**src/rtl/mac_accumulator_if.sv**
```systemverilog
// Valid/ready bundle between the multiplier stream, the accumulator and its result consumer.
// The master modport is the stimulus/consumer side; the slave modport is the accumulator.
interface mac_accumulator_if #(
   parameter int unsigned PROD_W = 16,
   parameter int unsigned ACC_W  = 24,
   parameter int unsigned CNT_W  = 8
) ();
   logic              start;
   logic [CNT_W-1:0]  len;
   logic              in_valid;
   logic              in_ready;
   logic [PROD_W-1:0] product;
   logic              out_valid;
   logic              out_ready;
   logic [ACC_W-1:0]  acc_out;
   logic              overflow;
   logic              busy;

   modport master (
      output start, len, in_valid, product, out_ready,
      input  in_ready, out_valid, acc_out, overflow, busy
   );

   modport slave (
      input  start, len, in_valid, product, out_ready,
      output in_ready, out_valid, acc_out, overflow, busy
   );
endinterface

```
**src/rtl/mac_accumulator.sv**
```systemverilog
// Accumulate stage of the MAC datapath: sums a programmed number of unsigned products
// into a wider register and presents the total on a valid/ready port with a sticky overflow.
module mac_accumulator #(
   parameter int unsigned PROD_W = 16,
   parameter int unsigned ACC_W  = 24,
   parameter int unsigned CNT_W  = 8
) (
   input logic              clk,
   input logic              rst,
   mac_accumulator_if.slave bus
);
   localparam int unsigned SUM_W = ACC_W + 1;

   typedef enum logic [1:0] {
      IDLE  = 2'd0,
      ACCUM = 2'd1,
      DONE  = 2'd2
   } state_e;

   state_e           state_q, state_d;
   logic [ACC_W-1:0] acc_q, acc_d;
   logic [CNT_W-1:0] remaining_q, remaining_d;
   logic             overflow_q, overflow_d;
   logic             in_ready_q, in_ready_d;
   logic             out_valid_q, out_valid_d;
   logic             busy_q, busy_d;

   logic             beat_c;
   logic [SUM_W-1:0] sum_c;

   // in_ready_q is only ever high in ACCUM, so it alone qualifies a beat
   assign beat_c = bus.in_valid & in_ready_q;
   assign sum_c  = {1'b0, acc_q} + SUM_W'(bus.product);

   // State register
   always_ff @(posedge clk) begin
      if (rst) state_q <= IDLE;
      else     state_q <= state_d;
   end

   // Next-state logic
   always_comb begin
      state_d = state_q;
      case (state_q)
         IDLE:    if (bus.start) state_d = (bus.len == '0) ? DONE : ACCUM;
         ACCUM:   if (beat_c && (remaining_q == CNT_W'(1))) state_d = DONE;
         DONE:    if (out_valid_q && bus.out_ready) state_d = IDLE;
         default: state_d = IDLE;
      endcase
   end

   // Datapath and output next values; handshake outputs follow the next state so they stay registered
   always_comb begin
      acc_d       = acc_q;
      overflow_d  = overflow_q;
      remaining_d = remaining_q;
      case (state_q)
         IDLE: begin
            if (bus.start) begin
               acc_d       = '0;
               overflow_d  = 1'b0;
               remaining_d = bus.len;
            end
         end
         ACCUM: begin
            if (beat_c) begin
               acc_d       = sum_c[ACC_W-1:0];
               overflow_d  = overflow_q | sum_c[ACC_W];
               remaining_d = remaining_q - CNT_W'(1);
            end
         end
         default: ;
      endcase
      in_ready_d  = (state_d == ACCUM);
      out_valid_d = (state_d == DONE);
      busy_d      = (state_d != IDLE);
   end

   // Datapath and output registers
   always_ff @(posedge clk) begin
      if (rst) begin
         acc_q       <= '0;
         overflow_q  <= 1'b0;
         remaining_q <= '0;
         in_ready_q  <= 1'b0;
         out_valid_q <= 1'b0;
         busy_q      <= 1'b0;
      end else begin
         acc_q       <= acc_d;
         overflow_q  <= overflow_d;
         remaining_q <= remaining_d;
         in_ready_q  <= in_ready_d;
         out_valid_q <= out_valid_d;
         busy_q      <= busy_d;
      end
   end

   assign bus.in_ready  = in_ready_q;
   assign bus.out_valid = out_valid_q;
   assign bus.acc_out   = acc_q;
   assign bus.overflow  = overflow_q;
   assign bus.busy      = busy_q;
endmodule

```
**src/flat_wrapper.sv**
```systemverilog
// flat-port wrapper written by rule: the top's interface ports become plain ports
module mac_accumulator_flat 
#(
   parameter int unsigned PROD_W = 16,
   parameter int unsigned ACC_W  = 24,
   parameter int unsigned CNT_W  = 8
)
  (clk, rst, bus_start, bus_len, bus_in_valid, bus_product, bus_out_ready, bus_in_ready, bus_out_valid, bus_acc_out, bus_overflow, bus_busy);
  mac_accumulator_if #(.PROD_W(PROD_W), .ACC_W(ACC_W), .CNT_W(CNT_W)) bus_i ();
  input logic clk;
  input logic rst;
  input wire logic [$bits(bus_i.start)-1:0] bus_start;
  input wire logic [$bits(bus_i.len)-1:0] bus_len;
  input wire logic [$bits(bus_i.in_valid)-1:0] bus_in_valid;
  input wire logic [$bits(bus_i.product)-1:0] bus_product;
  input wire logic [$bits(bus_i.out_ready)-1:0] bus_out_ready;
  output wire logic [$bits(bus_i.in_ready)-1:0] bus_in_ready;
  output wire logic [$bits(bus_i.out_valid)-1:0] bus_out_valid;
  output wire logic [$bits(bus_i.acc_out)-1:0] bus_acc_out;
  output wire logic [$bits(bus_i.overflow)-1:0] bus_overflow;
  output wire logic [$bits(bus_i.busy)-1:0] bus_busy;
  assign bus_i.start = bus_start;
  assign bus_i.len = bus_len;
  assign bus_i.in_valid = bus_in_valid;
  assign bus_i.product = bus_product;
  assign bus_i.out_ready = bus_out_ready;
  assign bus_in_ready = bus_i.in_ready;
  assign bus_out_valid = bus_i.out_valid;
  assign bus_acc_out = bus_i.acc_out;
  assign bus_overflow = bus_i.overflow;
  assign bus_busy = bus_i.busy;
  mac_accumulator #(.PROD_W(PROD_W), .ACC_W(ACC_W), .CNT_W(CNT_W)) u_core (.clk(clk), .rst(rst), .bus(bus_i));
endmodule
```
**config.mk**
```make
export PLATFORM = sky130hd
export DESIGN_NAME = mac_accumulator_flat
export DESIGN_NICKNAME = d
export VERILOG_FILES = /design/src/rtl/mac_accumulator_if.sv /design/src/rtl/mac_accumulator.sv /design/src/flat_wrapper.sv
export SDC_FILE = /design/constraint.sdc
export NUM_CORES = 1
export LEC_CHECK = 0
export BUFFER_PORTS_ARGS = -buffer_cell sky130_fd_sc_hd__buf_2
export CORE_MARGIN = 1
export CORE_UTILIZATION = 51
export CTS_BUF_LIST = sky130_fd_sc_hd__clkbuf_2
export CTS_CLUSTER_DIAMETER = 200
export DETAILED_ROUTE_END_ITERATION = 7
export GPL_TIMING_DRIVEN = 1
export PLACE_DENSITY_LB_ADDON = 0.25
export RECOVER_POWER = 100
export SYNTH_ARGS = -nofsm -noshare
export SYNTH_HDL_FRONTEND = slang
export SYNTH_SLANG_ARGS = --single-unit
```
**constraint.sdc**
```tcl
create_clock -name clk -period 2.3 [get_ports clk]
set_input_delay 0.23 -clock clk [delete_from_list [all_inputs] [get_ports clk]]
set_output_delay 0.23 -clock clk [all_outputs]
set_load 0.005 [all_outputs]
```
==> summary.md <==
| Metric | Value |
|---|---|
| Outcome | finished, final reports clean |
| Worst path cell trace | ha_4 -> fa_2 -> a21o_1 -> a221o_1 -> a221o_1 -> a41oi_2 -> xnor2_1 -> a22o_1 |
| Total of fill cells in the finished design | 451 |
| Tightest slew margin relative to the limit | 32.1% |
| Flops & latches, synth | 38 |
| Worst stage delay on the critical path | 0.38 ns |
| Core Rows | 25 |
| Vertical die dimension | 71.9 microns |
| Number of buffers added to fix hold violations after cts | 0 |
| Class of the tightest hold or removal check | primary input to flop |
| EDFF count, synth | 0 |
| Slew of the pin with the lowest slew margin | 1.01 ns |
| Worst min-delay path startpoint | bus_len[4] |
| Total Die Area | 5170 sq um |
| Startpoint-to-endpoint class of the critical path | flop to flop |
| GRT overflow | 0 |
| Inserted Diodes | 0 |
| Highest-delay cell along the critical path | dfxtp_2 |
| Number of sinks on the clock net | 38 |
| Element type at the critical path start | flop |
| Level count of the clock H-tree | 2 |
| End point of the most critical hold path | u_core.remaining_q[4] |
| Peak fanout along the critical path | 3 |
| Number of design-rule violations left by the first detailed-router iteration | 115 |
| Area of the mapped netlist | 2490 sq um |
| Maximum number of pins on one net before global-route repair | 28 |
| Max Buffers Root-to-Sink | 2 |
| Wire length of the first global-routing pass | 10200 microns |
| Initial core utilization | 52.8% |
| Via-to-Cell Ratio | 5.73 |
| Number of warnings reported in the yosys synthesis log | 0 |
| Worst vdd ir | 0.273 mV |
| Crit path arrival time | 2.61 ns |
| Placer Congestion | 0.928 |
| Data required time of the critical path | 2.63 ns |
| Worst-path clk slew | 0.20 ns |
| Final routed DRC violation total | 0 |
| Routed len/inst | 13.9 microns |
| Clock tree from TritonCTS | built |
| Gr usage total | 24.6% |
| Worst skew pair latency | 0.40 ns |
| Unique masters post-synth | 52 |
| Initial antenna violation count | 0 |
| Endpoint of the worst register-to-register path | u_core.bus.acc_out[14] |
| Most instantiated flip-flop cell in the synthesis netlist | dfxtp_1 |
| Final period demand of the worst path | 2.28 ns |
| Leakage power of the design | 1.28 nW |
| Clock root buffer | clkbuf_2 |
| Share of the cycle needed by the critical path after routing | 98.9% |
| Number of cells on the worst hold path | 3 |
| Syn_area_per_cell | 8.12 sq um |
| Unrepaired setup endpoints after global routing | yes |
| Max frequency | 0.439 GHz |
| Top-Level Pins | 57 |
| TritonCTS buffer count | 5 |
| Total setup violations reported at the end of the flow | 0 |
| First-pass detailed-route iteration total | 4 |
| Post-Synthesis Cells | 307 |
| Launching point of the worst reg2reg path | u_core.bus.acc_out[0] |
| Number of max-cap violations | 0 |
| Sequential fraction of the synthesis area | 30.5% |
| Antenna Nets Post-Route | 0 |
| Final Max Slew Viols | 0 |
| Hold Slack | 0.159 ns |
| Most used cell, CP | a221o_1 |
| Routed via count | 2557 |
| Hold violation count in the final report | 0 |
| Pwr Density | 440 nW/um^2 |
| CP endpoint kind | flop |
| Aggregate negative setup slack | 0 ns |
| Net count after synthesis | 355 |
| Reg-to-reg slack, setup | 0.02 ns |
| Net total in the final layout | 426 |
| Aggregate routed wire length | 6220 microns |
| Number of buffer cells added on primary ports | 56 |
| Via count of the first global-routing pass | 2348 |
| Overall die width | 71.9 microns |
| Placed wire-length estimate | 4600 microns |
| Proportion of synthesized flip-flops having asynchronous set or reset | 0% |
| Fraction of layout instances using a drive strength above 1 | 21.4% |
| Core Region | 4720 sq um |
| Worst clock skew on the final layout | 0.0130 ns |
| Number of cells on the worst reg-to-reg path | 8 |
| Area grow syn2layout | 20.4% |
[where the power goes]
part | switching (mW) | internal [mW] | leakage [nW] | total [mW]
clock | 0.227 | 0.0748 | 0.0304 | 0.301
sequential | 0.0244 | 0.685 | 0.309 | 0.709
combinational | 0.179 | 0.133 | 0.942 | 0.312
[state kept, by name, indices dropped and copies added, names as in the netlist]
name,cells
u_core.bus.acc_out,24
u_core.remaining_q,8
u_core.bus.in_ready,1
u_core.bus.overflow,1
u_core.bus.out_valid,1
u_core.bus.busy,1
u_core.state_q,2
[layer usage]
metal | vias to the layer above | share of wire [%] | global-route usage [%]
li1 | 1283 | - | -
met1 | 1196 | 47 | 31.9
met2 | 72 | 47 | 42.5
met3 | 6 | 4.9 | 4.03
met4 | 0 | 1.0 | 6.97
met5 | - | 0 | 0
[cells by family (layout without fill, tap and decap cells)]
kind of cell             count (synthesis)  in the layout  share of synthesized area [%]
AO/OA/AOI/OAI                          107            107                           29.1
buffers and inverters                   20             92                           3.41
adder cells (fa/ha/maj)                 19             19                           9.83
XOR/XNOR                                16             16                           5.62
AND/OR/NAND/NOR                        103            103                           19.9
flip-flops                              38             38                           30.5
multiplexers                             4              4                           1.61
[critical path: cells and delay by family (launching register included)]
kind	cells	cell delay [ns]
AOI/OAI and AO/OA	5	1.24
adders and majority gates	2	0.49
DFF	1	0.38
xor gates and xnor gates	1	0.09
[timing repair]
| action | CTS | global route |
|---|---|---|
| buffers inserted | 0 | 2 |
| pin swaps | 2 | 7 |
| gates resized for setup | 3 | 4 |
| endpoints found under the hold margin | 0 | 0 |
| setup endpoints to repair | 6 | 11 |
[cell usage in the layout (no fill, tap or decap), drive strengths merged, types with 2 or more instances in the layout]
cell    instances
a211oi          7
a21o            6
a21oi          35
a221o           2
a221oi          6
a22o            8
a22oi           5
a31oi           6
a41oi           2
and2            2
and3            3
and4            2
buf            64
clkbuf         18
clkinv          2
dfxtp          38
ha             18
inv             8
mux2i           4
nand2          29
nand2b          3
nand3           8
nand4           4
nor2           33
nor3            2
nor3b           2
nor4            4
o211ai          2
o21a            6
o21ai          11
o21bai          2
o22ai           2
or2             2
or3             5
xnor2          12
xor2            4
[worst max-delay path by stage]
stage	startpoint	to	slack, ns	depth (start not counted)
after detailed placement	bus_product[0]	u_core.bus.acc_out[14]	-0.03	9
after global routing	u_core.bus.acc_out[0]	u_core.bus.acc_out[10]	-0.04	8
after floorplan	u_core.bus.acc_out[0]	u_core.bus.acc_out[14]	0.01	8
after CTS	u_core.bus.acc_out[0]	u_core.bus.acc_out[14]	-0.01	8
after global placement	bus_product[0]	u_core.bus.acc_out[14]	-0.006	9
final	u_core.bus.acc_out[0]	u_core.bus.acc_out[14]	0.02	8
[cells in the mapped netlist, types with 6 or more instances]
cell type	instances	area (sq um)
dfxtp_1	38	761
a21oi_1	35	175
nor2_1	33	124
nand2_1	29	109
ha_1	18	225
xnor2_1	12	105
o21ai_0	11	55.1
clkbuf_1	9	33.8
a22o_1	8	70.1
inv_1	8	30.0
nand3_1	8	40.0
a211oi_1	6	45.0
a21o_1	6	45.0
a221oi_1	6	52.6
a31oi_1	6	37.5
o21a_1	6	45.0
[layout make-up]
class / instances / area (sq um) / share of cell area (%)
well taps: 67 / 83.8 / 2.79
repair buffers: 76 / 405 / 13.5
flip-flops and latches: 38 / 762 / 25.4
clock buffers: 6 / 30.0 / 1.00
clock inverters: 2 / 8.76 / 0.292
multi-input cells: 249 / 1680 / 56.0
inverters: 8 / 30.0 / 1.00
[per-stage QoR]
stage	worst slack, ns	total power [mW]	area [sq um]	instances	utilization [%]
after floorplan	0.0112	0.926	2500	307	-
after global placement	-0.00641	1.03	2950	436	62.4
after detailed placement	-0.0327	1.03	2950	436	62.4
after CTS	-0.0142	1.34	3000	444	63.5
after global routing	-0.0402	1.40	3000	446	63.6
final	0.0245	1.32	3000	446	63.6
(Power assumes the default switching activity.)
